### src/rtl/io_arb_pkg.sv
// Shared types and constants for the two-master IO bus arbiter.
package io_arb_pkg;

    localparam int DEF_DW = 16;
    localparam int DEF_AW = 16;

    localparam logic [15:0] DEAD_VALUE = 16'hDEAD;

    typedef enum logic [1:0] {
        ST_IDLE   = 2'd0,
        ST_ACCESS = 2'd1,
        ST_DONE   = 2'd2
    } arb_state_e;

    // Returns {wr, rd}; a simultaneous read and write request is serviced as a write.
    function automatic logic [1:0] resolve_op(input logic rd, input logic wr);
        return {wr, rd & ~wr};
    endfunction

endpackage

### src/rtl/io_arb_rr.sv
// Combinational two-way round-robin picker; the last-grant state is kept by the caller.
module io_arb_rr (
    input  logic [1:0] req,
    input  logic       last,
    output logic [1:0] grant
);

    // On a tie the master that was not granted last wins.
    always_comb begin
        grant = 2'b00;
        case (req)
            2'b01:   grant = 2'b01;
            2'b10:   grant = 2'b10;
            2'b11:   grant = last ? 2'b01 : 2'b10;
            default: grant = 2'b00;
        endcase
    end

endmodule

### src/rtl/io_bus_arbiter.sv
// Two-master round-robin arbiter onto a single ready-handshaked peripheral bus.
// Optional ACCESS timeout is enabled by defining IO_BUS_ARBITER_TIMEOUT_EN.
module io_bus_arbiter
    import io_arb_pkg::*;
#(
    parameter int DW      = DEF_DW,
    parameter int AW      = DEF_AW,
    parameter int TIMEOUT = 255
) (
    input  logic          sys_clk_i,
    input  logic          sys_rst_i,
    input  logic          m0_rd,
    input  logic          m0_wr,
    input  logic [AW-1:0] m0_addr,
    input  logic [DW-1:0] m0_wdata,
    input  logic          m1_rd,
    input  logic          m1_wr,
    input  logic [AW-1:0] m1_addr,
    input  logic [DW-1:0] m1_wdata,
    output logic          m0_ack,
    output logic          m1_ack,
    output logic [DW-1:0] m_rdata,
    output logic          s_rd,
    output logic          s_wr,
    output logic [AW-1:0] s_addr,
    output logic [DW-1:0] s_wdata,
    input  logic [DW-1:0] s_rdata,
    input  logic          s_ready,
    output logic          busy,
    output logic          timeout_err
);

    localparam logic [7:0] TO_LAST = 8'(TIMEOUT - 1);

    arb_state_e    state_r;
    arb_state_e    state_nxt_s;
    logic [1:0]    req_s;
    logic [1:0]    grant_s;
    logic [1:0]    op_s;
    logic          sel_rd_s;
    logic          sel_wr_s;
    logic          start_s;
    logic          finish_s;
    logic          to_hit_s;
    logic          last_r;
    logic          gnt_r;
    logic          wr_op_r;
    logic          s_rd_r;
    logic          s_wr_r;
    logic          m0_ack_r;
    logic          m1_ack_r;
    logic          busy_r;
    logic          to_err_r;
    logic [AW-1:0] addr_r;
    logic [DW-1:0] wdata_r;
    logic [DW-1:0] rdata_r;

    assign req_s = {m1_rd | m1_wr, m0_rd | m0_wr};

    io_arb_rr u_rr (
        .req   (req_s),
        .last  (last_r),
        .grant (grant_s)
    );

    assign sel_rd_s = grant_s[1] ? m1_rd : m0_rd;
    assign sel_wr_s = grant_s[1] ? m1_wr : m0_wr;
    assign op_s     = resolve_op(sel_rd_s, sel_wr_s);

`ifdef IO_BUS_ARBITER_TIMEOUT_EN
    logic [7:0] cnt_r;

    // ACCESS wait counter, restarted at every grant.
    always_ff @(posedge sys_clk_i or negedge sys_rst_i) begin
        if (!sys_rst_i) begin
            cnt_r <= 8'd0;
        end else if (start_s) begin
            cnt_r <= 8'd0;
        end else if ((state_r == ST_ACCESS) && !s_ready) begin
            cnt_r <= cnt_r + 8'd1;
        end else begin
            cnt_r <= cnt_r;
        end
    end
`else
    // The limit is only consumed by the timeout build.
    logic [7:0] unused_timeout_s;
    assign unused_timeout_s = TO_LAST;
`endif

    // State register.
    always_ff @(posedge sys_clk_i or negedge sys_rst_i) begin
        if (!sys_rst_i) begin
            state_r <= ST_IDLE;
        end else begin
            state_r <= state_nxt_s;
        end
    end

    // Next-state decode plus single-cycle start/finish events for the datapath.
    always_comb begin
        state_nxt_s = state_r;
        start_s     = 1'b0;
        finish_s    = 1'b0;
        to_hit_s    = 1'b0;
        case (state_r)
            ST_IDLE: begin
                if (|grant_s) begin
                    start_s     = 1'b1;
                    state_nxt_s = ST_ACCESS;
                end else begin
                    state_nxt_s = ST_IDLE;
                end
            end
            ST_ACCESS: begin
                if (s_ready) begin
                    finish_s    = 1'b1;
                    state_nxt_s = ST_DONE;
                end
`ifdef IO_BUS_ARBITER_TIMEOUT_EN
                else if (cnt_r == TO_LAST) begin
                    finish_s    = 1'b1;
                    to_hit_s    = 1'b1;
                    state_nxt_s = ST_DONE;
                end
`endif
                else begin
                    state_nxt_s = ST_ACCESS;
                end
            end
            ST_DONE: begin
                state_nxt_s = ST_IDLE;
            end
            default: begin
                state_nxt_s = ST_IDLE;
            end
        endcase
    end

    // Transfer registers: latched at grant, strobes dropped and ack raised on completion.
    always_ff @(posedge sys_clk_i or negedge sys_rst_i) begin
        if (!sys_rst_i) begin
            last_r   <= 1'b1;
            gnt_r    <= 1'b0;
            wr_op_r  <= 1'b0;
            s_rd_r   <= 1'b0;
            s_wr_r   <= 1'b0;
            m0_ack_r <= 1'b0;
            m1_ack_r <= 1'b0;
            busy_r   <= 1'b0;
            to_err_r <= 1'b0;
            addr_r   <= '0;
            wdata_r  <= '0;
            rdata_r  <= '0;
        end else if (start_s) begin
            last_r   <= grant_s[1];
            gnt_r    <= grant_s[1];
            wr_op_r  <= op_s[1];
            s_wr_r   <= op_s[1];
            s_rd_r   <= op_s[0];
            busy_r   <= 1'b1;
            addr_r   <= grant_s[1] ? m1_addr : m0_addr;
            wdata_r  <= grant_s[1] ? m1_wdata : m0_wdata;
        end else if (finish_s) begin
            s_rd_r   <= 1'b0;
            s_wr_r   <= 1'b0;
            m0_ack_r <= ~gnt_r;
            m1_ack_r <= gnt_r;
            to_err_r <= to_hit_s;
            if (!wr_op_r) begin
                rdata_r <= to_hit_s ? DW'(DEAD_VALUE) : s_rdata;
            end else begin
                rdata_r <= rdata_r;
            end
        end else if (state_r == ST_DONE) begin
            m0_ack_r <= 1'b0;
            m1_ack_r <= 1'b0;
            to_err_r <= 1'b0;
            busy_r   <= 1'b0;
        end else begin
            busy_r   <= busy_r;
        end
    end

    assign m0_ack      = m0_ack_r;
    assign m1_ack      = m1_ack_r;
    assign m_rdata     = rdata_r;
    assign s_rd        = s_rd_r;
    assign s_wr        = s_wr_r;
    assign s_addr      = addr_r;
    assign s_wdata     = wdata_r;
    assign busy        = busy_r;
    assign timeout_err = to_err_r;

endmodule

### config.mk
export PLATFORM = sky130hd
export DESIGN_NAME = io_bus_arbiter
export DESIGN_NICKNAME = d
export VERILOG_FILES = /design/src/rtl/io_arb_pkg.sv /design/src/rtl/io_arb_rr.sv /design/src/rtl/io_bus_arbiter.sv
export SDC_FILE = /design/constraint.sdc
export NUM_CORES = 1
export LEC_CHECK = 0
export ABC_AREA = 1
export BUFFER_PORTS_ARGS = -buffer_cell sky130_fd_sc_hd__buf_2
export CAP_MARGIN = 10
export CORE_MARGIN = 2
export CORE_UTILIZATION = 40
export CTS_BUF_LIST = sky130_fd_sc_hd__clkbuf_2
export DETAILED_ROUTE_END_ITERATION = 16
export GPL_TIMING_DRIVEN = 0
export MAX_ROUTING_LAYER = met4
export PLACE_DENSITY_LB_ADDON = 0.12
export SYNTH_ARGS = -nofsm -noshare
export SYNTH_HDL_FRONTEND = slang
export SYNTH_HIERARCHICAL = 1
export SYNTH_SLANG_ARGS = --single-unit
export TNS_END_PERCENT = 30
### constraint.sdc
create_clock -name sys_clk_i -period 2.25 [get_ports sys_clk_i]
set_input_delay 0.225 -clock sys_clk_i [delete_from_list [all_inputs] [get_ports sys_clk_i]]
set_output_delay 0.225 -clock sys_clk_i [all_outputs]
set_load 0.005 [all_outputs]
==> out/qor.yml <==
critPathMaxFanout: 10
start_util: 0.407
path_clk_slew_ns: 0.16
dp.cells: 587
crit_family: "buffers and inverters"
grt_start_max_net_pins: 31
numClockSinks: 58
syn_to_final_growth_pct: 51.7
cp.required_ns: 2.68
cts_root_buf: "clkbuf_2"
grt_first_pass_wirelength_um: 11500
cp-end-kind: "register"
seq_area_frac_synth: 0.535
rows: 30
p_per_area_mw_per_mm2: 1090
final_layout_size_suffix_gt1_frac: 0.314
max_slew_margin: 0.560
cp_num_cells: 9
final_antenna_net_count: 0
drc: 0
num_antenna_cells: 0
ff2ff_path_depth: 9
finalMaxSlewViolations: 0
final_cell_mix: "nand2_1, buf_2, dfrtp_1"
critPathMaxStageDelay_ns: 0.57
peakVddDrop_mv: 0.586
syn-cell-area_mm2: 0.00272
routed-via-count: 2878
synth_nets: 454
synthCells: 367
leakage_nw: 2.52
utilization: 0.617
finalSetupViolations: 0
min_period_ns: 1.94
max-clock-path-buffers: 2
fin_skew_ns: 0.0152
port_buffers: 139
drt-initial-drc-count: 78
tritoncts: "built"
finalHoldViolCount: 0
ys_types: 19
track_usage: 0.202
fin_setup_tns_ns: 0
num_io_pins: 141
final_cells: 654
die_w_um: 86.4
die_h_um: 86.4
cp_data_arrival_time_ns: 2.37
wl_per_cell_um: 11.0
hp-class: "in2reg"
path_cells: "a21oi_1 -> buf_6 -> inv_4 -> buf_2 -> nand2_1 -> nand2_1 -> dlygate4sd3_1 -> nand2_1 -> nand2_1"
drt_first_pass_iters: 4
h-tree-depth: 3
antenna_found_initial: 0
routed_wl_um: 7220
path_class: "reg2reg"
die-area_mm2: 0.00747
max_cap_violations: 0
fin_crit_sh: 0.864
clkLatencyLatePin_ns: 0.48
dp_hpwl_um: 4900
crit_top_cell: "nand2_1"
grt_pass1_vias: 2617
crit_buf_inv: 4
start_kind: "register"
fin_ws_ns: 0.307
viasPerCell: 4.40
place_congestion: 0.751
dp_slack_ns: 0.496
numCtsBuffers: 9
status: "completed"
worst_pin_slew_ns: 0.660
mostFrequentLayoutCell: "nand2_1"
hold_path_depth: 5
fmax_mhz: 515
grt_overflow: 0
cpMaxStageDelayCell: "dfstp_2"
core_area_mm2: 0.00668
synth_area_per_cell_um2: 7.40
nFillCells: 620
ys_ff_latch: 58
nNetsFinal: 656
yosys_warnings: 6
rsz0062_at_grt: "false"
-- final timing paths --
check,startpoint,end,slack [ns]
setup / recovery,last_r,s_wdata[7],0.31
hold / removal,m1_addr[12],s_addr[12],0.04
setup reg to reg,last_r,s_wdata[7],0.31
hold reg to reg,gnt_r,m0_ack,0.47
max in group asynchronous,sys_rst_i,last_r,1.29
min in group asynchronous,sys_rst_i,s_wdata[12],0.30
-- repair_timing --
| action | CTS | global route |
|---|---|---|
| endpoints found under the hold margin | 65 | 0 |
| resized for setup | 0 | 0 |
| hold buffers | 51 | 0 |
| setup endpoints to repair | 0 | 0 |
| setup buffers | 0 | 0 |
-- flip-flops by register name, indices dropped and copies added, names as in the netlist --
signal / cells
s_wr: 1
m_rdata: 16
s_wdata: 16
last_r: 1
s_addr: 16
s_rd: 1
state_r: 2
m0_ack: 1
busy: 1
m1_ack: 1
gnt_r: 1
wr_op_r: 1
-- metrics by stage --
| stage | total power [mW] | instance area, µm² | hold WS, ns |
|---|---|---|---|
| 2_1_floorplan | 3.04 | 2720 | -0.0706 |
| 3_3_place_gp | 3.84 | 3510 | 0.421 |
| 3_5_place_dp | 3.89 | 3530 | 0.301 |
| 4_1_cts | 4.57 | 4120 | 0.0000874 |
| 5_1_grt | 4.95 | 4120 | 0.0318 |
| 6_report | 4.51 | 4120 | 0.0378 |
-- Yosys cell counts --
cell	count	area, µm²
nor2_1	2	7.51
inv_4	1	6.26
buf_6	4	45.0
dfrtp_1	57	1430
nand2_1	261	980
buf_4	4	30.0
a21oi_1	1	5.00
nand3_1	7	35.0
nor2_4	2	22.5
dfstp_2	1	26.3
nand3_2	1	10.0
conb_1	1	3.75
inv_1	8	30.0
inv_2	1	3.75
nand4_1	1	6.26
or2_2	2	12.5
buf_2	9	45.0
o31ai_1	1	7.51
o21ai_0	3	15.0
-- tightest hold or removal path: stages --
cell	delay (ns)
buf_2	0.08
nand2_1	0.04
nand2_1	0.05
nand2_1	0.05
nand2_1	0.05
-- logic make-up after synthesis --
logic type / count (synthesis) / synth area share
AOI/OAI and AO/OA: 5 / 0.0101
buffers and inverters: 27 / 0.0589
DFF: 58 / 0.535
other: 1 / 0.00138
and+or+nand+nor: 276 / 0.395
-- routing by layer --
| layer | global-route usage | vias to the layer above | part of all wire |
|---|---|---|---|
| met5 | - | - | 0 |
| met3 | 0.0400 | 9 | 0.061 |
| met2 | 0.317 | 85 | 0.47 |
| li1 | - | 1509 | - |
| met4 | 0.0866 | 0 | 0.016 |
| met1 | 0.257 | 1275 | 0.45 |
-- cell type report --
type / count / area [µm²] / share of cell area
sequential: 58 / 1450 / 0.352
timing repair buffer: 191 / 1230 / 0.297
multi-input combinational: 282 / 1100 / 0.268
buffer: 17 / 120 / 0.0291
tap: 80 / 100 / 0.0243
clock buffer: 12 / 60.1 / 0.0146
inverter: 10 / 40.0 / 0.00971
clock inverter: 4 / 18.8 / 0.00455
-- where the power goes --
| group | switching [mW] | internal (mW) | total, mW | leakage, nW |
|---|---|---|---|---|
| sequential | 0.261 | 1.54 | 1.80 | 0.721 |
| clock | 0.369 | 0.151 | 0.520 | 0.0631 |
| combinational | 1.19 | 0.999 | 2.19 | 1.73 |
Power figures use the tool's default switching activity.
